## src/rtl/i2c_bus_arbiter.sv

```systemverilog
// Round-robin arbiter sharing one I2C byte-register master among NUM_REQ requesters.
// One transaction per grant; the ena/busy handshake is bounded by a watchdog.
module i2c_bus_arbiter #(
    parameter int NUM_REQ        = 4,
    parameter int TIMEOUT_CYCLES = 50000
) (
    input  logic                 clk,
    input  logic                 rst,
    input  logic [NUM_REQ-1:0]   req,
    input  logic [8*NUM_REQ-1:0] req_addr,
    input  logic [8*NUM_REQ-1:0] req_sub_addr,
    input  logic [8*NUM_REQ-1:0] req_data_wr,
    output logic [NUM_REQ-1:0]   grant,
    output logic [NUM_REQ-1:0]   done,
    output logic [7:0]           rd_data,
    output logic                 err,
    output logic                 timeout,
    output logic                 ena,
    output logic [7:0]           addr,
    output logic [7:0]           sub_addr,
    output logic [7:0]           data_wr,
    input  logic [7:0]           data_rd,
    input  logic                 busy,
    input  logic                 ack_err
);

    localparam int IW   = $clog2(NUM_REQ);
    localparam int WD_W = $clog2(TIMEOUT_CYCLES);

    typedef enum logic [1:0] {S_IDLE, S_ISSUE, S_XFER, S_DONE} state_t;

    state_t          state;
    logic [IW-1:0]   last_grant;
    logic [IW-1:0]   owner;
    logic [WD_W-1:0] wdog;
    logic            wdog_expired;
    logic            pick_vld;
    logic [IW-1:0]   pick_idx;
    logic [IW-1:0]   scan_idx;
    int              scan_pos;

    assign wdog_expired = (wdog == WD_W'(TIMEOUT_CYCLES - 1));

    // Scan from farthest to nearest so the candidate closest after last_grant wins.
    always_comb begin
        pick_vld = 1'b0;
        pick_idx = '0;
        scan_pos = 0;
        scan_idx = '0;
        for (int k = NUM_REQ; k >= 1; k--) begin
            scan_pos = int'(last_grant) + k;
            if (scan_pos >= NUM_REQ)
                scan_pos = scan_pos - NUM_REQ;
            scan_idx = IW'(scan_pos);
            if (req[scan_idx]) begin
                pick_vld = 1'b1;
                pick_idx = scan_idx;
            end
        end
    end

    always_ff @(posedge clk) begin
        if (rst) begin
            state      <= S_IDLE;
            last_grant <= IW'(NUM_REQ - 1);
            owner      <= '0;
            wdog       <= '0;
            grant      <= '0;
            done       <= '0;
            rd_data    <= '0;
            err        <= 1'b0;
            timeout    <= 1'b0;
            ena        <= 1'b0;
            addr       <= '0;
            sub_addr   <= '0;
            data_wr    <= '0;
        end else begin
            case (state)
                S_IDLE: begin
                    ena   <= 1'b0;
                    grant <= '0;
                    if (pick_vld && !busy) begin
                        owner    <= pick_idx;
                        grant    <= {{(NUM_REQ-1){1'b0}}, 1'b1} << pick_idx;
                        addr     <= req_addr[{pick_idx, 3'b000} +: 8];
                        sub_addr <= req_sub_addr[{pick_idx, 3'b000} +: 8];
                        data_wr  <= req_data_wr[{pick_idx, 3'b000} +: 8];
                        ena      <= 1'b1;
                        wdog     <= '0;
                        state    <= S_ISSUE;
                    end
                end
                S_ISSUE: begin
                    if (busy) begin
                        ena   <= 1'b0;
                        wdog  <= '0;
                        state <= S_XFER;
                    end else if (wdog_expired) begin
                        ena     <= 1'b0;
                        err     <= 1'b1;
                        timeout <= 1'b1;
                        rd_data <= '0;
                        done    <= grant;
                        state   <= S_DONE;
                    end else begin
                        wdog <= wdog + WD_W'(1);
                    end
                end
                S_XFER: begin
                    ena <= 1'b0;
                    // A busy fall in the expiry cycle still completes normally.
                    if (!busy) begin
                        rd_data <= data_rd;
                        err     <= ack_err;
                        timeout <= 1'b0;
                        done    <= grant;
                        state   <= S_DONE;
                    end else if (wdog_expired) begin
                        err     <= 1'b1;
                        timeout <= 1'b1;
                        rd_data <= '0;
                        done    <= grant;
                        state   <= S_DONE;
                    end else begin
                        wdog <= wdog + WD_W'(1);
                    end
                end
                S_DONE: begin
                    done       <= '0;
                    err        <= 1'b0;
                    timeout    <= 1'b0;
                    grant      <= '0;
                    last_grant <= owner;
                    state      <= S_IDLE;
                end
                default: state <= S_IDLE;
            endcase
        end
    end

endmodule
```

## config.mk

```make
export PLATFORM = sky130hd
export DESIGN_NAME = i2c_bus_arbiter
export DESIGN_NICKNAME = d
export VERILOG_FILES = /design/src/rtl/i2c_bus_arbiter.sv
export SDC_FILE = /design/constraint.sdc
export NUM_CORES = 1
export LEC_CHECK = 0
export BUFFER_PORTS_ARGS = -buffer_cell sky130_fd_sc_hd__buf_2
export CORE_MARGIN = 3
export CORE_UTILIZATION = 47
export DETAILED_ROUTE_END_ITERATION = 10
export PLACE_DENSITY = 0.81
export REMOVE_ABC_BUFFERS = 1
export SYNTH_ARGS = -nofsm -noshare
export SYNTH_HDL_FRONTEND = slang
export SYNTH_SLANG_ARGS = --single-unit
```

## constraint.sdc

```tcl
create_clock -name clk -period 2 [get_ports clk]
set_input_delay 0.4 -clock clk [delete_from_list [all_inputs] [get_ports clk]]
set_output_delay 0.4 -clock clk [all_outputs]
set_load 0.02 [all_outputs]
```

Word-level counts from Yosys, hierarchy flattened

Index checks and enable logic that the tools add are counted.

Register bits: 65
Latch bits: 0
RAM bits: 0
ROM bits: 0
Memories: 0

Add/subtract/negate cells: 9
$mul: 0
Div/mod/pow operators: 0
$lt $le $gt $ge: 8
Eq/ne operators: 8
Shifts and indexed selects: 4
Multiplexer cells: 52
Bitwise logic cells: 0
Reductions and logical operators: 12

Operators with widths:

| kind                    | number |
|---|---|
| $shiftx A32 B6 Y8       | 3 |
| $mux W16                | 4 |
| $pmux W16 S3            | 1 |
| $mux W2                 | 12 |
| $mux W8                 | 3 |
| $mux W1                 | 17 |
| $add A16 B1 Y16 const B | 1 |
| $eq A16 B16 Y1 const B  | 1 |
| $mux W4                 | 4 |
| $pmux W8 S2             | 1 |
| $lt A2 B3 Y1 const B    | 4 |
| $pmux W4 S3             | 1 |
| $ge A3 B3 Y1 const B    | 3 |
| $pmux W1 S3             | 3 |
| $bmux W1 S2             | 4 |
| $pmux W2 S4             | 1 |
| $pmux W4 S2             | 1 |
| $reduce_and A2 Y1       | 4 |
| $sub A2 B1 Y2 const B   | 4 |
| $add A2 B2 Y3 const B   | 2 |
| $ne A2 B2 Y1 const B    | 3 |
| $reduce_bool A3 Y1      | 2 |
| $add A2 B3 Y4 const B   | 1 |
| $eq A2 B2 Y1 const B    | 2 |
| other kinds (10)        | 11 |

Logic depth before layout (Yosys ltp)

Gate-level depths: netlist of run 1.

Depth after elaboration: 12
Depth in mapped cells: 8
Depth with buffers taken out: 7

Worst setup path before layout of run 1

OpenSTA, ideal clock, no wires.

Path kind: register to register
Start point: reg state[0]
End point: reg addr[0]
Arrival time: 1698 ps
Slack: 172 ps
Cell stages (with the launch flop): 9
Path through: dfxtp_1 -> inv_1 -> ha_1 -> nand2b_1 -> or4_4 -> buf_6 -> buf_6 -> a211oi_2 -> a211oi_2

Word-level cells in the longest chain between the ends: 2

RTL lines:

| item                        | RTL line | text |
|---|---|---|
| start, declared             | 32       | `state_t state;` |
| start signal, assigned      | 64       | `state <= S_IDLE;` |
| start signal, assigned      | 90       | `state <= S_ISSUE;` |
| start signal, assigned      | 97       | `state <= S_XFER;` |
| $logic_not A2 Y1            | 78       | `case (state)` |
| $reduce_and A2 Y1 (no line) | -        |  |
| end signal, assigned        | 85       | `addr <= req_addr[{pick_idx, 3'b000} +: 8];` |
| end, declared               | 19       | `output logic [7:0] addr,` |

No other way between the ends.
A chain may end at the register's enable or synchronous reset.

Final worst setup path of run 1

Start point: reg wdog[4]
End point: reg done[3]

Word-level cells in the longest chain between the ends: 4
Elaborated cells between the ends (all ways): 5

RTL lines:

| item                              | RTL line | text |
|---|---|---|
| start, declared                   | 35       | `logic [WD_W-1:0] wdog;` |
| start signal, assigned            | 106      | `wdog <= wdog + WD_W'(1);` |
| start signal, assigned            | 125      | `wdog <= wdog + WD_W'(1);` |
| $eq A16 B16 Y1 *                  | 42       | `assign wdog_expired = (wdog == WD_W'(TIMEOUT_CYCLES - 1));` |
| $mux W4 *                         | -        |  |
| $mux W4, on equally long branches | -        |  |
| $pmux W4 S3 *                     | -        |  |
| end signal, assigned              | 103      | `done <= grant;` |
| end signal, assigned              | 116      | `done <= grant;` |
| end signal, assigned              | 122      | `done <= grant;` |
| end, declared                     | 14       | `output logic [NUM_REQ-1:0] done,` |

Every way passes the cells marked *; elsewhere a longest branch is shown, timed or not. The select of a mux whose other input is x is not followed.

==> impl_metrics.yaml, run 1 <==
run_status:
  status: "finished clean"
yosys:
  yosysTopAreaCell: "dfxtp_1"
  synth_area_leaders: "dfxtp_1, a211oi_2, mux2i_1, a21boi_0, o21ai_0"
  synth_ff_type: "dfxtp_1"
  synthCells: 385
  netlist.area_leader.share_pct: 35.2
  yosys_warnings: 0
  yosysUniqueCellTypes: 54
  synth_common_cells: "dfxtp_1, a211oi_2, o21ai_0, mux2i_1"
  syn_avg_cell_area_um2: 9.61
  synth-seq-cells: 65
  async_flop_share_pct: 0
  netlist_area_um2: 3700
  seq_area_frac_synth_pct: 35.2
  synth_edf_count: 0
  synth_most_common_cell: "dfxtp_1"
timing:
  worst_pin_slew_ns: 0.471
  layout_worst_path_cycle_share_pct: 96.3
  clock_skew_ns: 0.0188
  final-hold-violation-count: 0
  slew_headroom_pct: 68.5
  finalSetupViolCount: 0
  max_freq_mhz: 519
  fin_crit_ns: 1.93
  slew_violations: 0
layout:
  area_delta_synth_final_pct: 33.0
  antenna_cells: 0
  instances_no_fill: 648
  nets: 662
  fin_area_um2: 4920
  drive_gt1_share_pct: 45.9
  nFillCells: 628
global_route:
  grt_pass1_wl_um: 16700
  grt_antenna_before_repair: 0
  grtUsageTotal_pct: 23.2
  grt_max_degree: 29
  grt-ovfl-total: 0
  grt_pass1_vias: 3580
placement:
  placed_area_um2: 4620
  port_buffers: 154
  post-dp-hpwl_um: 7630
  gp_congestion: 0.903
  placed_cells: 629
clock_tree:
  cts.hold.buffers_added: 0
  cts_buffers: 9
  cts.sinks: 65
  clk_path_buf_depth: 2
  htree_levels: 3
  cts.clk_slew.worst_paths_ns: 0.07
  clk_latency_ns: 0.34
  cts-root-buf: "clkbuf_8"
  cts_tree: "built"
detailed_routing:
  dr.pass1.iters: 5
  avgRoutedWirePerCell_um: 16.5
  drt-total-wl_um: 10700
  ant_nets: 0
  drt_iter0_drc: 101
  via_per_inst: 5.68
  drc_errors: 0
  route.vias.total: 3679
critical_path:
  arrival_ns: 2.20
  worstSetupPathType: "flop to flop"
  crit_chain: "nor4bb_1 -> nand4_1 -> buf_4 -> nor4b_1 -> o31a_1 -> a32o_1"
  slowest_stage: "nor4bb_1"
  critPathRequiredTime_ns: 2.28
  setup.worst_path.start_class: "flop"
  cpPeakStageDelay_ns: 0.37
  end_kind: "flop"
  path_max_fanout: 6
power_and_ir_drop:
  power.total_mw: 3.98
  leakage_nw: 2.15
  ir_drop_mv: 0.459
  p_per_area_nw_per_um2: 808
hold_path:
  hold_path_class: "input port to flop"
floorplan:
  core_um2: 7450
  pin_count: 155
  rows: 31
  die_area_um2: 8970
  start_util_pct: 49.7
  die_h_um: 94.7
  die_w_um: 94.7
run:
  cap_violations: 0
-- final timing paths --
| path | from | endpoint | slack, ns | depth (start not counted) |
|---|---|---|---|---|
| worst min-delay path | data_rd[0] | rd_data[0]$_SDFFE_PP0P_ | 0.29 | 2 |
| worst max-delay path | wdog[4]$_SDFFE_PP0P_ | done[3]$_SDFFE_PP0P_ | 0.07 | 6 |
| worst max register to register | wdog[4]$_SDFFE_PP0P_ | done[3]$_SDFFE_PP0P_ | 0.07 | 6 |
| worst min register to register | owner[1]$_SDFFE_PP0P_ | last_grant[1]$_SDFFE_PP1P_ | 0.47 | 2 |
-- state kept, by name, indices dropped and copies added, names as in the netlist --
| register | cells |
|---|---|
| addr | 8 |
| data_wr | 8 |
| done | 4 |
| ena | 1 |
| err | 1 |
| grant | 4 |
| last_grant | 2 |
| owner | 2 |
| rd_data | 8 |
| state | 2 |
| sub_addr | 8 |
| timeout | 1 |
| wdog | 16 |
-- cells by family (layout without fill, tap and decap cells) --
| kind of cell | after synthesis | count (layout) | synth area share, % |
|---|---|---|---|
| buffers and inverters | 35 | 199 | 5.58 |
| xor gates and xnor gates | 12 | 12 | 2.84 |
| muxes | 28 | 28 | 7.74 |
| DFF | 65 | 65 | 35.2 |
| adders and majority gates | 6 | 6 | 2.03 |
| AOI/OAI and AO/OA | 145 | 145 | 32.9 |
| and+or+nand+nor | 94 | 94 | 13.7 |
-- metrics by stage --
stage | setup TNS (ns) | setup WS, ns | util, % | hold slack [ns]
2_1_floorplan | -43.75 | -1.61 | - | 0.438
3_3_place_gp | 0 | 0.0360 | 62.0 | 0.451
3_5_place_dp | 0 | 0.0127 | 62.0 | 0.454
4_1_cts | 0 | 0.0199 | 65.0 | 0.277
5_1_grt | -0.142 | -0.0241 | 66.1 | 0.275
6_report | 0 | 0.0735 | 66.1 | 0.286
-- critical path: cells and delay by family (launching register included) --
family,cells,cell delay [ns]
AO/OA/AOI/OAI,2,0.41
buffers and inverters,1,0.22
flip-flops,1,0.36
AND/OR/NAND/NOR,3,0.87
-- cell type report --
type	count	area [µm²]	share of cell area [%]
multi-input combinational	285	2260	45.8
sequential	65	1310	26.5
inverter	6	22.5	0.458
tap	99	124	2.52
timing repair buffer	177	993	20.2
clock inverter	5	78.8	1.60
clock buffer	11	141	2.87
-- per-layer routing --
metal  up-vias  global-route usage [%]  wire length [µm]
li1       1775                       -                 -
met3        22                    3.90               574
met2       120                    38.5              5180
met4         0                    9.13               229
met1      1762                    30.0              4680
met5         -                       0                 0
-- cells in the final DEF (no fill, tap or decap), drive strengths merged, types with 4 or more instances in the layout --
cell type  instances
buf              177
dfxtp             65
a211oi            51
o21ai             33
mux2i             26
a21boi            25
nor2              24
nand2             15
xor2              11
clkbuf            11
nand4             10
a21oi              9
nand3              8
a22o               8
and3               7
inv                6
ha                 6
a32o               4
nor3               4
-- timing repair --
action / 4_1_cts / 5_1_grt
setup buffers: 0 / 3
setup endpoints to repair: 0 / 38
gates resized for setup: 0 / 15
endpoints found under the hold margin: 0 / 0
-- where the power goes --
group          leakage (nW)  total [mW]  switching (mW)  internal, mW
Sequential            0.531        1.51          0.0826          1.42
Combinational          1.51        1.22           0.721         0.496
Clock                 0.113        1.25           0.517         0.735
Total                  2.15        3.98            1.32          2.65
Power figures use the tool's default switching activity.
==> inputs of run 2 (changes only) <==
--- a/config.mk
+++ b/config.mk
@@ -6,7 +6,7 @@
 export NUM_CORES = 1
 export LEC_CHECK = 0
 export BUFFER_PORTS_ARGS = -buffer_cell sky130_fd_sc_hd__buf_2
-export CORE_MARGIN = 3
+export CORE_MARGIN = 8
 export CORE_UTILIZATION = 47
 export DETAILED_ROUTE_END_ITERATION = 10
 export PLACE_DENSITY = 0.81
@@ -14,3 +14,4 @@
 export SYNTH_ARGS = -nofsm -noshare
 export SYNTH_HDL_FRONTEND = slang
 export SYNTH_SLANG_ARGS = --single-unit
+export TNS_END_PERCENT = 10
==> impl_metrics.yaml, run 2 (same netlist as run 1, synthesis figures left out) <==
run_status:
  status: "finished clean"
timing:
  clock_skew_ns: 0.00793
  fin_crit_ns: 1.87
  max_freq_mhz: 534
  setup_tns_ns: 0
  timing.final.ws_setup_ns: 0.127
  final-hold-violation-count: 0
  layout_worst_path_cycle_share_pct: 93.6
  worst_pin_slew_ns: 0.432
  finalSetupViolCount: 0
  slew_headroom_pct: 71.1
  slew_violations: 0
  rsz0062_at_grt: "yes"
critical_path:
  startpoint: "wdog[1]$_SDFFE_PP0P_"
  path_max_fanout: 8
  cpPeakStageDelay_ns: 0.37
  slowest_stage: "dfxtp_1"
  r2r_slack_ns: 0.13
  crit_end: "rd_data[6]$_SDFFE_PP0P_"
  path_buf_inv: 0
  crit_chain: "ha_2 -> and3_1 -> nand4_1 -> nor3b_2 -> a211oi_4 -> a22o_1"
  rr_worst_depth: 6
  r2r_end: "rd_data[6]$_SDFFE_PP0P_"
  setup.worst_path.start_class: "flop"
  crit_family: "simple AND/OR/NAND/NOR gates"
  end_kind: "flop"
  arrival_ns: 2.11
  critPathRequiredTime_ns: 2.24
  timing.rr.start: "wdog[1]$_SDFFE_PP0P_"
  crit_cells: 6
  worstSetupPathType: "flop to flop"
detailed_routing:
  route.vias.total: 3689
  dr.pass1.iters: 4
  drt_iter0_drc: 174
  via_per_inst: 5.65
  ant_nets: 0
  avgRoutedWirePerCell_um: 17.7
  drc_errors: 0
  drt-total-wl_um: 11600
layout:
  largest_register: "wdog"
  largest_reg_flops: 16
  final_common_cell: "buf_2"
  postLayoutCoreUtil_pct: 64.5
  mostFrequentLayoutCells: "buf_2, dfxtp_1, a211oi_2"
  nFillCells: 639
  nets: 664
  area_delta_synth_final_pct: 34.1
  instances_no_fill: 653
  drive_gt1_share_pct: 45.4
  antenna_cells: 0
placement:
  gp_congestion: 0.847
  placed_cells: 636
  place_worst_setup_slack_ns: -0.0107
  post-dp-hpwl_um: 8600
  port_buffers: 154
global_route:
  grt-ovfl-total: 0
  grt_pass1_vias: 3800
  grtUsageTotal_pct: 20.3
  grt_antenna_before_repair: 0
  grt_pass1_wl_um: 18600
  grt_max_degree: 34
floorplan:
  die_area_um2: 11000
  die_h_um: 105
  core_um2: 7690
  pin_count: 155
  die_w_um: 105
  start_util_pct: 48.1
  rows: 32
run:
  cap_violations: 0
hold_path:
  hold_path_class: "input port to flop"
  hold_path_depth: 2
clock_tree:
  clk_path_buf_depth: 2
  cts_buffers: 9
  cts.sinks: 65
  cts_tree: "built"
  cts.clk_slew.worst_paths_ns: 0.07
  cts-root-buf: "clkbuf_8"
  htree_levels: 3
  clk_latency_ns: 0.35
power_and_ir_drop:
  leakage_nw: 2.16
  p_per_area_nw_per_um2: 828
  ir_drop_mv: 0.549
[run 2: changes by cell type in the layout (fill, tap and decap cells not counted), sizes merged]
cell | previous run | this run
clkinvlp | 0 | 1
bufinv | 2 | 3
clkinv | 3 | 1
buf | 177 | 179
[run 2: area by class of cell]
| type | instances | area, µm² | share of cell area, % |
|---|---|---|---|
| flip-flops and latches | 65 | 1300 | 26.3 |
| repair buffers | 179 | 1010 | 20.3 |
| clock buffers | 11 | 141 | 2.85 |
| clock inverters | 5 | 103 | 2.07 |
| inverters | 6 | 22.5 | 0.454 |
| well taps | 102 | 128 | 2.57 |
| multi-input cells | 285 | 2250 | 45.5 |
[run 2: power breakdown]
group / leakage, nW / total (mW) / internal (mW) / switching (mW)
registers: 0.531 / 1.50 / 1.42 / 0.0777
logic: 1.51 / 1.24 / 0.507 / 0.734
clock network: 0.120 / 1.37 / 0.860 / 0.506
[run 2: what timing repair did]
item | 4_1_cts | 5_1_grt
hold endpoints to repair | 0 | 0
buffers inserted | 1 | 0
gates resized for setup | 1 | 10
hold buffers | 0 | 0
endpoints found under the setup margin | 4 | 53
pin swaps | 1 | 2
[run 2: stage by stage]
| step | power [mW] | hold WS, ns | area (µm²) |
|---|---|---|---|
| 3_5_place_dp | 2.72 | 0.455 | 4650 |
| 3_3_place_gp | 2.69 | 0.450 | 4650 |
| 2_1_floorplan | 2.23 | 0.438 | 3520 |
| 6_report | 4.11 | 0.277 | 4960 |
| 4_1_cts | 4.10 | 0.259 | 4910 |
| 5_1_grt | 4.30 | 0.263 | 4960 |
[run 2: worst reg2reg max path, delay by kind of cell (launching register included)]
family	cells	cell delay, ns
and+or+nand+nor	3	0.84
AOI/OAI and AO/OA	2	0.33
DFF	1	0.37
adders and majority gates	1	0.23
[run 2: worst min path at each step]
stage / start / endpoint / slack [ns]
2_1_floorplan: owner[1]$_SDFFE_PP0P_ / last_grant[1]$_SDFFE_PP1P_ / 0.44
3_3_place_gp: owner[1]$_SDFFE_PP0P_ / last_grant[1]$_SDFFE_PP1P_ / 0.45
3_5_place_dp: rd_data[1]$_SDFFE_PP0P_ / rd_data[1]$_SDFFE_PP0P_ / 0.46
4_1_cts: data_rd[5] / rd_data[5]$_SDFFE_PP0P_ / 0.26
5_1_grt: data_rd[0] / rd_data[0]$_SDFFE_PP0P_ / 0.26
6_report: data_rd[1] / rd_data[1]$_SDFFE_PP0P_ / 0.28
[run 2: routing by layer]
layer	track usage, %	wire (µm)	vias up	share of wire (%)
met5	0	0	-	0
met4	7.34	272	0	2.4
met3	6.02	734	26	6.3
met2	34.4	5720	132	49
met1	23.9	4840	1740	42
li1	-	-	1791	-
